**src/rtl/sram_req_sequencer.sv**
```systemverilog
// Queues host commands and issues them one at a time to the SRAM controller; issue 2 cycles after accept into empty FIFO.
// Host backpressure via s_ready (FIFO full); responses are single-cycle pulses with no backpressure.
module sram_req_sequencer #(
    parameter int ADDR_W  = 21,
    parameter int DATA_W  = 16,
    parameter int DEPTH   = 4,
    parameter int TIMEOUT = 255
) (
    input  logic                    i_clk,
    input  logic                    reset,
    input  logic                    s_valid,
    output logic                    s_ready,
    input  logic                    s_we,
    input  logic [ADDR_W-1:0]       s_addr,
    input  logic [DATA_W-1:0]       s_wdata,
    output logic                    r_valid,
    output logic                    r_is_wr,
    output logic                    r_err,
    output logic [DATA_W-1:0]       r_data,
    output logic [$clog2(DEPTH):0]  o_level,
    output logic                    o_idle,
    output logic                    o_rd_strt,
    output logic                    o_wr_strt,
    output logic [ADDR_W-1:0]       o_address,
    output logic [DATA_W-1:0]       o_data,
    input  logic                    i_busy,
    input  logic                    i_data_valid,
    input  logic [DATA_W-1:0]       i_rdata,
    input  logic                    i_wr_done
);

    localparam int PTR_W = $clog2(DEPTH);
    localparam int LVL_W = PTR_W + 1;
    localparam int CNT_W = $clog2(TIMEOUT + 1);
    localparam logic [LVL_W-1:0] FULL_LVL = LVL_W'(DEPTH);
    localparam logic [CNT_W-1:0] LAST_CNT = CNT_W'(TIMEOUT - 1);

    typedef struct packed {
        logic              we;
        logic [ADDR_W-1:0] addr;
        logic [DATA_W-1:0] wdata;
    } cmd_t;

    typedef enum logic [1:0] {
        ST_IDLE,
        ST_ISSUE,
        ST_WAIT,
        ST_RESP
    } state_t;

    cmd_t             mem [DEPTH];
    cmd_t             cmd_in;
    cmd_t             head;
    logic [PTR_W-1:0] wr_ptr;
    logic [PTR_W-1:0] rd_ptr;
    logic [LVL_W-1:0] level;
    logic             push;
    logic             pop;

    state_t           state;
    state_t           state_nxt;
    logic             op_we;
    logic             done_q;
    logic             err_q;
    logic [DATA_W-1:0] rdata_q;
    logic [CNT_W-1:0] tmo_cnt;
    logic             done_now;
    logic             complete;
    logic             tmo_hit;

    assign cmd_in  = '{we: s_we, addr: s_addr, wdata: s_wdata};
    assign head    = mem[rd_ptr];
    assign s_ready = (level != FULL_LVL);
    assign push    = s_valid && s_ready;
    assign pop     = (state == ST_IDLE) && (level != '0);
    assign o_level = level;

    always_ff @(posedge i_clk) begin
        if (push) begin
            mem[wr_ptr] <= cmd_in;
        end
    end

    always_ff @(posedge i_clk or negedge reset) begin
        if (!reset) begin
            wr_ptr <= '0;
            rd_ptr <= '0;
            level  <= '0;
        end else begin
            if (push) begin
                wr_ptr <= wr_ptr + PTR_W'(1);
            end
            if (pop) begin
                rd_ptr <= rd_ptr + PTR_W'(1);
            end
            case ({push, pop})
                2'b10:   level <= level + LVL_W'(1);
                2'b01:   level <= level - LVL_W'(1);
                default: level <= level;
            endcase
        end
    end

    // A completion pulse only counts if it matches the operation in flight.
    assign done_now = op_we ? i_wr_done : i_data_valid;
    assign complete = (done_q || done_now) && !i_busy;
    assign tmo_hit  = !complete && (tmo_cnt == LAST_CNT);

    always_ff @(posedge i_clk or negedge reset) begin
        if (!reset) begin
            state <= ST_IDLE;
        end else begin
            state <= state_nxt;
        end
    end

    always_comb begin
        state_nxt = state;
        case (state)
            ST_IDLE:  if (level != '0) state_nxt = ST_ISSUE;
            ST_ISSUE: if (i_busy) state_nxt = ST_WAIT;
            ST_WAIT:  if (complete || tmo_hit) state_nxt = ST_RESP;
            ST_RESP:  state_nxt = ST_IDLE;
            default:  state_nxt = ST_IDLE;
        endcase
    end

    always_ff @(posedge i_clk or negedge reset) begin
        if (!reset) begin
            op_we     <= 1'b0;
            o_address <= '0;
            o_data    <= '0;
            rdata_q   <= '0;
            done_q    <= 1'b0;
            err_q     <= 1'b0;
            tmo_cnt   <= '0;
        end else begin
            if (pop) begin
                op_we     <= head.we;
                o_address <= head.addr;
                o_data    <= head.wdata;
                rdata_q   <= '0;
                done_q    <= 1'b0;
                err_q     <= 1'b0;
            end
            if (state == ST_ISSUE) begin
                tmo_cnt <= '0;
            end
            if (state == ST_WAIT) begin
                tmo_cnt <= tmo_cnt + CNT_W'(1);
                if (done_now) begin
                    done_q <= 1'b1;
                end
                if (!op_we && i_data_valid) begin
                    rdata_q <= i_rdata;
                end
                if (tmo_hit) begin
                    err_q <= 1'b1;
                end
            end
        end
    end

    // Strobes are pure state decodes so they drop on the same edge that enters WAIT.
    assign o_rd_strt = (state == ST_ISSUE) && !op_we;
    assign o_wr_strt = (state == ST_ISSUE) && op_we;
    assign o_idle    = (state == ST_IDLE) && (level == '0);
    assign r_valid   = (state == ST_RESP);
    assign r_is_wr   = r_valid && op_we;
    assign r_err     = r_valid && err_q;
    assign r_data    = (r_valid && !op_we && !err_q) ? rdata_q : '0;

endmodule

```
**config.mk**
```make
export PLATFORM = sky130hd
export DESIGN_NAME = sram_req_sequencer
export DESIGN_NICKNAME = d
export VERILOG_FILES = /design/src/rtl/sram_req_sequencer.sv
export SDC_FILE = /design/constraint.sdc
export NUM_CORES = 1
export LEC_CHECK = 0
export ABC_CLOCK_PERIOD_IN_PS = 3530
export CAP_MARGIN = 20
export CELL_PAD_IN_SITES_DETAIL_PLACEMENT = 1
export CELL_PAD_IN_SITES_GLOBAL_PLACEMENT = 1
export CORE_UTILIZATION = 35
export CTS_BUF_LIST = sky130_fd_sc_hd__clkbuf_4
export DETAILED_ROUTE_END_ITERATION = 7
export PLACE_DENSITY = 0.69
export SETUP_SLACK_MARGIN = 0.02
export SLEW_MARGIN = 20
export SYNTH_ARGS = -nofsm -noshare
export SYNTH_HDL_FRONTEND = slang
export SYNTH_SLANG_ARGS = --single-unit
```
**constraint.sdc**
```tcl
create_clock -name i_clk -period 3.53 [get_ports i_clk]
set_input_delay 0.706 -clock i_clk [delete_from_list [all_inputs] [get_ports i_clk]]
set_output_delay 0.706 -clock i_clk [all_outputs]
set_load 0.005 [all_outputs]
```
==> results of run 1 <==
## path summary, 6_finish.rpt
path	from	cells after the start	to	slack, ns
hold / removal	rdata_q[14]	2	rdata_q[14]	0.49
setup reg to reg	o_level[0]	10	o_level[2]	1.35
max in group asynchronous	reset	3	rdata_q[13]	2.36
hold reg to reg	rdata_q[14]	2	rdata_q[14]	0.49
setup / recovery	state[1]	5	r_data[4]	0.56
min in group asynchronous	reset	2	state[1]	0.56
## worst max-delay path: cells and delay by family (launching register included)
kind / cells / cell delay (ns)
and+or+nand+nor: 2 / 0.32
adders and majority gates: 1 / 0.21
DFF: 1 / 0.37
buffers and inverters: 2 / 0.71
## sequential cells by signal, summed over array words and instances, names as in the netlist, 2 cells and up
register   flops
state          2
mem          152
o_address     21
o_level        3
rd_ptr         2
tmo_cnt        8
wr_ptr         2
rdata_q       16
o_data        16
## metal layers
metal	share of wire, %	track usage [%]	vias to the layer above
li1	-	-	2208
met1	41	18.2	2436
met2	50	25.7	151
met3	6.8	4.99	29
met4	1.6	5.15	2
met5	0.070	0	-
## cells in the mapped netlist (all sizes together), types with 5 or more instances
master  count  share of area [%]
buf        17                1.3
and3        5               0.36
dfrtp      73                 21
ha         11                1.6
nor2        5               0.21
and2       21                1.5
mux2       39                5.0
inv        12               0.51
edfxtp    152                 52
nand3      21                1.2
mux4       38                9.8
nand2      40                1.7
o21ai       7               0.40
## cell usage in the layout (no fill, tap or decap), types with 2 or more instances in the layout
cell type,n
and3_2,4
nand2_1,40
mux2i_1,4
o31ai_1,2
nor3_1,2
dfrtp_1,71
inv_2,2
inv_1,11
nor2b_1,3
and2_1,21
ha_1,11
xnor2_1,4
dfrtp_2,2
nor2_1,5
buf_4,14
clkdlybuf4s50_1,121
clkbuf_4,97
mux4_2,38
o21ai_0,7
nand3_1,21
nand4_1,3
a22o_1,2
clkinv_1,6
or3_1,2
edfxtp_1,152
xor2_1,3
a21oi_1,4
mux2_2,39
## repair_timing
item	4_1_cts	5_1_grt
buffers inserted	0	0
resized for setup	0	0
hold endpoints to repair	0	26
hold buffers	0	1
setup endpoints to repair	0	0
## per-stage QoR
step	instances	util [%]	hold slack [ns]	setup slack, ns	power (mW)
floorplan	481	-	0.410	1.44	5.75
global placement	919	42.3	0.467	0.990	6.89
detailed placement	919	42.3	0.485	0.945	7.02
CTS	1025	45.5	0.216	0.485	9.32
global route	1027	45.6	0.522	0.347	9.73
finish	1027	45.6	0.494	0.564	9.14
## logic make-up (layout without fill, tap and decap cells)
family / count (synthesis) / in the layout
adder cells (fa/ha/maj): 12 / 12
buffers and inverters: 33 / 255
AND/OR/NAND/NOR: 106 / 106
flip-flops: 225 / 225
multiplexers: 81 / 81
AO/OA/AOI/OAI: 17 / 17
XOR/XNOR: 7 / 7
## where the power goes
part           switching (mW)  total (mW)  internal, mW  leakage [nW]
logic                    1.25        2.85          1.60          1.41
clock network            1.01        2.24          1.23         0.465
registers               0.446        4.05          3.60          2.29
## area by class of cell
cell class                 instances  area, sq um  area share (%)
inverter                          12         45.0           0.404
timing repair buffer             137         1350            12.1
multi-input combinational        223         2190            19.7
clock inverter                     9         42.5           0.381
tap                              324          405            3.63
clock buffer                      97          728            6.53
sequential                       225         6390            57.3
==> results.ini, run 1 <==
[yosys]
synth_edf_count=152
async_flop_share_pct=32.4
synth_xor_area_share_pct=0.700
yosys_warnings=0
synth.distinct_cells=32
synthAdderAreaFrac_pct=1.80
syn_area_per_cell_sq_um=18.2
synth_cells=481
synth-compound-area-share_pct=1.19
synth_sequential_area_ratio_pct=73.0
ys_seq_elements=225
synth_top_family_by_area=multiplexers
yosys_most_used_dff=edfxtp_1
yosys.area_share.simple_pct=6.06
syn_nets=553
synthMuxAreaShare_pct=15.2
synth_area_sq_um=8760

[sta]
rsz0062_at_grt=no
maxSlewViolCount=0
max_freq_mhz=337
hold_viol_final=0
tns_ns=0
timing.final.crit_period_ns=2.97
fin_worst_skew_ns=0.0214
max-slew-margin-rel_pct=33.1
post-route-period-util_pct=84.0
setup_violations=0
worstMarginPinSlew_ns=1.00

[detailed_routing]
num_vias=4826
first_iter_violations=199
via_per_inst=4.70
avgRoutedWirePerCell_microns=18.2
drtAntennaViolNets=0
drt-pass1-iter-count=4
drc=0
postRouteWirelength_microns=18700

[setup_path]
critical_path.endpoint_type=output pin
cp.required_ns=2.82
worstSetupStartpointType=register
path_cells=ha_1 > nor3b_1 > buf_4 > and2_1 > clkdlybuf4s50_1
cpPeakStageDelay_ns=0.51
cp_max_fo=16
crit_type=register to output pin
crit_arrival_ns=2.26
crit_slowest_cell=clkdlybuf4s50_1

[global_route]
track_usage_pct=15.2
antenna_found_initial=1
grt_pass1_vias=5448
grt_overflow_total=0
grt_max_degree=74
grt_pass1_wl_microns=30200

[worst_hold_path]
hp-class=register to register

[placement]
place_area_sq_um=10400
port_buffers=122
hpwlAfterDp_microns=12400
globalplace.congestion=0.748

[pwr]
p_per_area_nw_per_um2=819
leakage_nw=4.17
peakVddDrop_mv=0.404

[clock_network]
cts_sinks=225
clk_pin_slew_worst_paths_ns=0.06
tritoncts=done
clock_latency_ns=0.66
clock_path_buffers=3
cts_root_buf=clkbuf_4
cts.htree.levels=2
cts_inserted_buffers=57

[finish]
final_area_sq_um=11200
area_growth_pct=27.4
fillers=2426
drive_gt1_share_pct=28.4
diodes=0
num-nets-final=728

[floorplanning]
dieArea_sq_um=25700
io_pins=123
core_sq_um=24500
die-width_microns=160
num_rows=57
die_y_microns=160
start_util_pct=35.8

[job]
cap_violations=0

[status]
status=finished clean

Power figures use the tool's default switching activity.
==> inputs of run 2 (changes only) <==
--- a/config.mk
+++ b/config.mk
@@ -5,14 +5,14 @@
 export SDC_FILE = /design/constraint.sdc
 export NUM_CORES = 1
 export LEC_CHECK = 0
-export ABC_CLOCK_PERIOD_IN_PS = 3530
+export ABC_CLOCK_PERIOD_IN_PS = 2600
 export CAP_MARGIN = 20
 export CELL_PAD_IN_SITES_DETAIL_PLACEMENT = 1
 export CELL_PAD_IN_SITES_GLOBAL_PLACEMENT = 1
 export CORE_UTILIZATION = 35
 export CTS_BUF_LIST = sky130_fd_sc_hd__clkbuf_4
 export DETAILED_ROUTE_END_ITERATION = 7
-export PLACE_DENSITY = 0.69
+export PLACE_DENSITY = 0.71
 export SETUP_SLACK_MARGIN = 0.02
 export SLEW_MARGIN = 20
 export SYNTH_ARGS = -nofsm -noshare
==> constraint.sdc (replaced) <==
create_clock -name i_clk -period 2.6 [get_ports i_clk]
set_input_delay 0.52 -clock i_clk [delete_from_list [all_inputs] [get_ports i_clk]]
set_output_delay 0.52 -clock i_clk [all_outputs]
set_load 0.005 [all_outputs]
==> run 2 against run 1 <==
Net effect:
- clock skew up 0.0079 ns
- critical endpoint is now r_is_wr
- core utilization up 0.76 points
- routed wire length up 4.2%
- critical path type unchanged
- global-route usage up 0.71 points
- via count up 3.1%
==> results.ini, run 2 (synthesized netlist as in run 1, its figures left out) <==
[global_route]
grt_pass1_vias=5707  ; was 5448
use_met3_pct=4.60  ; was 4.99%
grt_pass1_wl_microns=31700  ; was 30200 microns
antenna_found_initial=1  ; unchanged
track_usage_pct=15.9  ; was 15.2%
top_usage_layer=met2  ; unchanged
grt_overflow_total=0  ; unchanged
use_met2_pct=26.9  ; was 25.7%
grt_max_degree=40  ; was 74
use_met1_pct=19.5  ; was 18.2%

[setup_path]
rrSetupSlack_ns=0.30  ; was 1.35 ns
cp_max_fo=3  ; was 16
critical_path.endpoint_type=output pin  ; unchanged
crit_arrival_ns=1.91  ; was 2.26 ns
worstSetupStartpointType=register  ; unchanged
worstReg2RegEnd=o_level[2]  ; unchanged
worstRegToRegCells=13  ; was 10
cp.required_ns=2.08  ; was 2.82 ns
r2r-start=state[1]  ; was o_level[0]
crit_type=register to output pin  ; unchanged

[detailed_routing]
drt-pass1-iter-count=4  ; unchanged
postRouteWirelength_microns=19400  ; was 18700 microns
drtAntennaViolNets=0  ; unchanged
drc=0  ; unchanged
first_iter_violations=184  ; was 199
via_per_inst=4.79  ; was 4.70
num_vias=4976  ; was 4826
avgRoutedWirePerCell_microns=18.7  ; was 18.2 microns

[pwr]
peakVddDrop_mv=0.558  ; was 0.404 mV
leakage_nw=4.30  ; was 4.17 nW
p_per_area_nw_per_um2=1130  ; was 819 nW/um^2

[placement]
hpwlAfterDp_microns=11800  ; was 12400 microns
place_area_sq_um=10400  ; about the same
pre_cts_slack_ns=0.145  ; was 0.945 ns
globalplace.congestion=0.746  ; was 0.748
port_buffers=122  ; unchanged
dp_cells=918  ; was 919

[clock_network]
clock_latency_ns=0.65  ; was 0.66 ns
cts.htree.levels=2  ; unchanged
cts_sinks=225  ; unchanged
cts_inserted_buffers=58  ; was 57
tritoncts=done  ; unchanged
clock_path_buffers=3  ; unchanged
cts_root_buf=clkbuf_4  ; unchanged
clk_pin_slew_worst_paths_ns=0.07  ; was 0.06 ns

[finish]
instances_no_fill=1038  ; was 1027
largest_reg_flops=152  ; unchanged
area_growth_pct=29.5  ; was 27.4%
largest_registers=mem x152, o_address x21  ; unchanged
top_register=mem  ; unchanged
num-nets-final=739  ; was 728
most-common-layout-cells=152 x edfxtp_1, 102 x clkdlybuf4s50_1, 96 x clkbuf_4, 68 x dfrtp_1, 40 x nand2_1  ; was 152 x edfxtp_1, 121 x clkdlybuf4s50_1, 97 x clkbuf_4, 71 x dfrtp_1, 40 x nand2_1
diodes=0  ; unchanged
utilization_pct=46.4  ; was 45.6%
final_area_sq_um=11300  ; was 11200 sq um
drive_gt1_share_pct=32.6  ; was 28.4%
final_common_cell=edfxtp_1  ; unchanged

[sta]
setup_violations=0  ; unchanged
maxSlewViolCount=0  ; unchanged
worst_slack_ns=0.168  ; was 0.564 ns
worstMarginPinSlew_ns=0.619  ; was 1.00 ns
rsz0062_at_grt=no  ; unchanged
timing.final.crit_period_ns=2.43
max-slew-margin-rel_pct=58.6  ; was 33.1%
max_freq_mhz=411
post-route-period-util_pct=93.6
fin_worst_skew_ns=0.0293  ; was 0.0214 ns
hold_viol_final=0  ; unchanged

[floorplanning]
dieArea_sq_um=25700  ; unchanged
num_rows=57  ; unchanged
io_pins=123  ; unchanged
core_sq_um=24500  ; unchanged
die_y_microns=160  ; unchanged
start_util_pct=35.8  ; unchanged
die-width_microns=160  ; unchanged

[status]
status=finished clean  ; unchanged

[job]
cap_violations=0  ; unchanged

[worst_hold_path]
hp-class=primary input to async pin  ; was register to register

run 2: worst max-delay path, stage by stage (launching register included):
cell,delay [ns]
dfrtp_1,0.41
ha_4,0.17
buf_4,0.13
and2_1,0.15
clkdlybuf4s50_1,0.43
run 2: area by class of cell:
type,instances,area [sq um]
multi-input cells,223,2250
well taps,324,405
clock buffers,96,721
flip-flops and latches,225,6400
inverters,12,47.5
clock inverters,11,55.1
fillers,2410,13100
repair buffers,147,1460
run 2: layer usage:
metal | vias up | routed length [microns]
met2 | 164 | 9660
met1 | 2531 | 8190
met4 | 0 | 416
met3 | 41 | 1170
li1 | 2240 | -
met5 | - | 0
run 2: repair_timing:
action                                 4_1_cts  5_1_grt
resized for setup                           58       12
setup buffers                               11        2
pin swaps                                    4        2
setup endpoints to repair                   19       14
gates cloned                                 1        0
endpoints found under the hold margin       27        0
hold buffers                                 1        0
run 2: worst max path at each step:
stage / startpoint / to
6_report: state[0] / r_is_wr
5_1_grt: state[1] / o_rd_strt
4_1_cts: state[1] / r_data[11]
3_5_place_dp: s_valid / o_level[2]
3_3_place_gp: s_valid / o_level[2]
2_1_floorplan: state[0] / o_level[2]
run 2: power by group:
| part | switching (mW) | internal (mW) |
|---|---|---|
| sequential | 0.550 | 4.90 |
| clock | 1.40 | 1.67 |
| combinational | 1.87 | 2.37 |
| total | 3.83 | 8.94 |
run 2: per-stage QoR:
step | TNS, ns | hold WS (ns) | power, mW
floorplan | 0 | 0.224 | 7.81
global placement | 0 | 0.468 | 9.44
detailed placement | 0 | 0.490 | 9.65
CTS | -0.124 | 0.294 | 13.0
global route | 0 | 0.309 | 13.6
finish | 0 | 0.358 | 12.8
==> inputs of run 3 (changes only) <==
--- a/config.mk
+++ b/config.mk
@@ -9,10 +9,11 @@
 export CAP_MARGIN = 20
 export CELL_PAD_IN_SITES_DETAIL_PLACEMENT = 1
 export CELL_PAD_IN_SITES_GLOBAL_PLACEMENT = 1
-export CORE_UTILIZATION = 35
+export CORE_UTILIZATION = 43
 export CTS_BUF_LIST = sky130_fd_sc_hd__clkbuf_4
 export DETAILED_ROUTE_END_ITERATION = 7
-export PLACE_DENSITY = 0.71
+export MAX_ROUTING_LAYER = met4
+export PLACE_DENSITY = 0.83
 export SETUP_SLACK_MARGIN = 0.02
 export SLEW_MARGIN = 20
 export SYNTH_ARGS = -nofsm -noshare
==> run 3 against run 2 <==
Net effect:
- global-route usage grew 4.5 points
- highest routed layer unchanged
- cell area is 0.41% higher
- critical endpoint is now r_data[11]
- die area shrank 18%
- non-clock buffer count unchanged
- sequential power is essentially flat
- via count is 1.6% higher
- combinational power increased by 2%
- critical path depth up 3
- sequential cell count did not move
==> results.ini, run 3 (synthesized netlist as in run 1, its figures left out) <==
[detailed_routing]
drt-pass1-iter-count=4  ; unchanged
postRouteWirelength_microns=20100  ; was 19400 microns
num_vias=5057  ; was 4976
first_iter_violations=265  ; was 184
avgRoutedWirePerCell_microns=20.5  ; was 18.7 microns
drc=0  ; unchanged
drtAntennaViolNets=0  ; unchanged
via_per_inst=5.15  ; was 4.79

[sta]
max_freq_mhz=399  ; was 411 MHz
fin_worst_skew_ns=0.0404  ; was 0.0293 ns
post-route-period-util_pct=96.3  ; was 93.6%
timing.final.crit_period_ns=2.50  ; was 2.43 ns
tns_ns=0  ; unchanged
max-slew-margin-rel_pct=56.2  ; was 58.6%
hold_viol_final=0  ; unchanged
rsz0062_at_grt=yes  ; was no
hold_ws_ns=0.415  ; was 0.358 ns
worst_slack_ns=0.0953  ; was 0.168 ns
maxSlewViolCount=0  ; unchanged
worstMarginPinSlew_ns=0.657  ; was 0.619 ns
setup_violations=0  ; unchanged

[finish]
area_growth_pct=30.0  ; was 29.5%
drive_gt1_share_pct=34.3  ; was 32.6%
top_register=mem  ; unchanged
largest_reg_flops=152  ; unchanged
num-nets-final=738  ; was 739
largest_registers=mem x152, o_address x21  ; unchanged
most-common-layout-cells=152 x edfxtp_1, 100 x clkdlybuf4s50_1, 98 x clkbuf_4, 68 x dfrtp_1, 40 x nand2_1  ; was 152 x edfxtp_1, 102 x clkdlybuf4s50_1, 96 x clkbuf_4, 68 x dfrtp_1, 40 x nand2_1
final_common_cell=edfxtp_1  ; unchanged
final_area_sq_um=11400  ; was 11300 sq um

[clock_network]
clk_pin_slew_worst_paths_ns=0.06  ; was 0.07 ns
clock_latency_ns=0.64  ; was 0.65 ns
cts_sinks=225  ; unchanged
cts.htree.levels=2  ; unchanged
clock_path_buffers=3  ; unchanged
tritoncts=done  ; unchanged
cts_root_buf=clkbuf_4  ; unchanged
cts_inserted_buffers=57  ; was 58

[setup_path]
critical_path.endpoint_type=output pin  ; unchanged
worstSetupStartpointType=register  ; unchanged
crit_arrival_ns=1.98  ; was 1.91 ns
cpMostUsedCell=buf_6
cp_max_fo=5  ; was 3
crit_slowest_cell=dfrtp_1  ; was clkdlybuf4s50_1
crit_type=register to output pin  ; unchanged
critPathBufInv=4  ; was 2
cpPeakStageDelay_ns=0.36  ; was 0.43 ns
crit_family=buffers and inverters  ; unchanged
rrSetupSlack_ns=0.40  ; was 0.30 ns
path_cells=ha_2 > nor3b_4 > buf_6 > buf_6 > buf_6 > and2_1 > buf_2  ; was ha_4 > buf_4 > and2_1 > clkdlybuf4s50_1
cp.required_ns=2.08  ; about the same

[global_route]
grt_pass1_vias=5585  ; was 5707
antenna_found_initial=1  ; unchanged
track_usage_pct=20.4  ; was 15.9%
grt_max_degree=43  ; was 40
grt_pass1_wl_microns=30200  ; was 31700 microns
grt_overflow_total=0  ; unchanged

[pwr]
peakVddDrop_mv=0.614  ; was 0.558 mV
power_mw=13.1  ; was 12.8 mW
clkPwrFrac_pct=25.0  ; was 24.0%
combPwrFrac_pct=33.1  ; was 33.2%
swShare_pct=29.6  ; was 30.0%
p_switching_mw=3.86  ; was 3.83 mW
leakage_nw=4.40  ; was 4.30 nW
p_per_area_nw_per_um2=1150  ; was 1130 nW/um^2
seq_power_share_pct=41.9  ; was 42.7%
p_int_mw=9.21  ; was 8.94 mW

[placement]
hpwlAfterDp_microns=12200  ; was 11800 microns
globalplace.congestion=0.794  ; was 0.746
place_area_sq_um=10400  ; about the same
port_buffers=122  ; unchanged
pre_cts_slack_ns=0.182  ; was 0.145 ns

[worst_hold_path]
hp-class=primary input to register  ; was primary input to async pin

[floorplanning]
dieArea_sq_um=20900  ; was 25700 sq um
die-width_microns=145  ; was 160 microns
die_y_microns=145  ; was 160 microns
io_pins=123  ; unchanged
start_util_pct=44.4  ; was 35.8%
num_rows=51  ; was 57
core_sq_um=19700  ; was 24500 sq um

[job]
cap_violations=0  ; unchanged

[status]
status=finished clean  ; unchanged

run 3: cell types whose count changed in the layout (fill, tap and decap cells not counted), moves of 3 or more:
cell,before,now
and2_1,19,13
clkdlybuf4s15_1,4,0
and2_4,2,8
dlymetal6s2s_1,0,4
buf_4,16,11
buf_6,3,15
dlygate4sd2_1,6,3
buf_2,5,1
run 3: per-stage QoR:
step	instances	util, %
finish	981	57.7
detailed placement	859	52.6
global placement	859	52.6
global route	981	57.7
floorplan	481	-
CTS	978	57.5
run 3: layer usage:
layer,wire length [microns],vias up,GRT usage (%)
met5,0,-,-
met4,212,0,5.54
met3,1240,19,5.40
met2,10700,171,35.3
met1,8020,2626,23.4
li1,-,2241,-
run 3: what timing repair did:
item,CTS,global route
gates cloned,1,0
pin swaps,3,6
hold buffers,1,0
endpoints found under the hold margin,41,0
resized for setup,50,44
setup buffers,9,2
setup endpoints to repair,17,16
run 3: power by group through the flow:
stage          Combinational (mW)  Sequential [mW]  Clock, mW
3_5_place_dp                 4.13             5.54          0
3_3_place_gp                 3.94             5.44          0
4_1_cts                      4.33             5.49       3.39
2_1_floorplan                2.52             5.29          0
5_1_grt                      4.67             5.60       3.56
6_report                     4.33             5.48       3.27
run 3: area by class of cell:
| class | count | area [sq um] |
|---|---|---|
| Clock buffer | 98 | 736 |
| Antenna cell | 1 | 2.50 |
| Clock inverter | 10 | 96.3 |
| Multi-Input combinational cell | 223 | 2260 |
| Timing Repair Buffer | 147 | 1510 |
| Inverter | 12 | 47.5 |
| Tap cell | 265 | 332 |
| Fill cell | 1817 | 8330 |
| Sequential cell | 225 | 6400 |
run 3: final timing paths:
kind,startpoint,to,cells past startpoint
min in group asynchronous,reset,tmo_cnt[2],2
worst min-delay path,i_rdata[11],rdata_q[11],3
worst min register to register,rdata_q[11],rdata_q[11],2
worst max-delay path,state[1],r_data[11],7
worst max register to register,o_level[0],o_level[2],10
max in group asynchronous,reset,op_we,3
run 3: worst register-to-register path, delay by kind of cell, from the launching register on:
family / cells / cell delay [ns]
simple gates: 3 / 0.56
fa+ha+maj: 2 / 0.54
flops: 1 / 0.45
xor+xnor: 2 / 0.33
buf+inv: 3 / 0.25
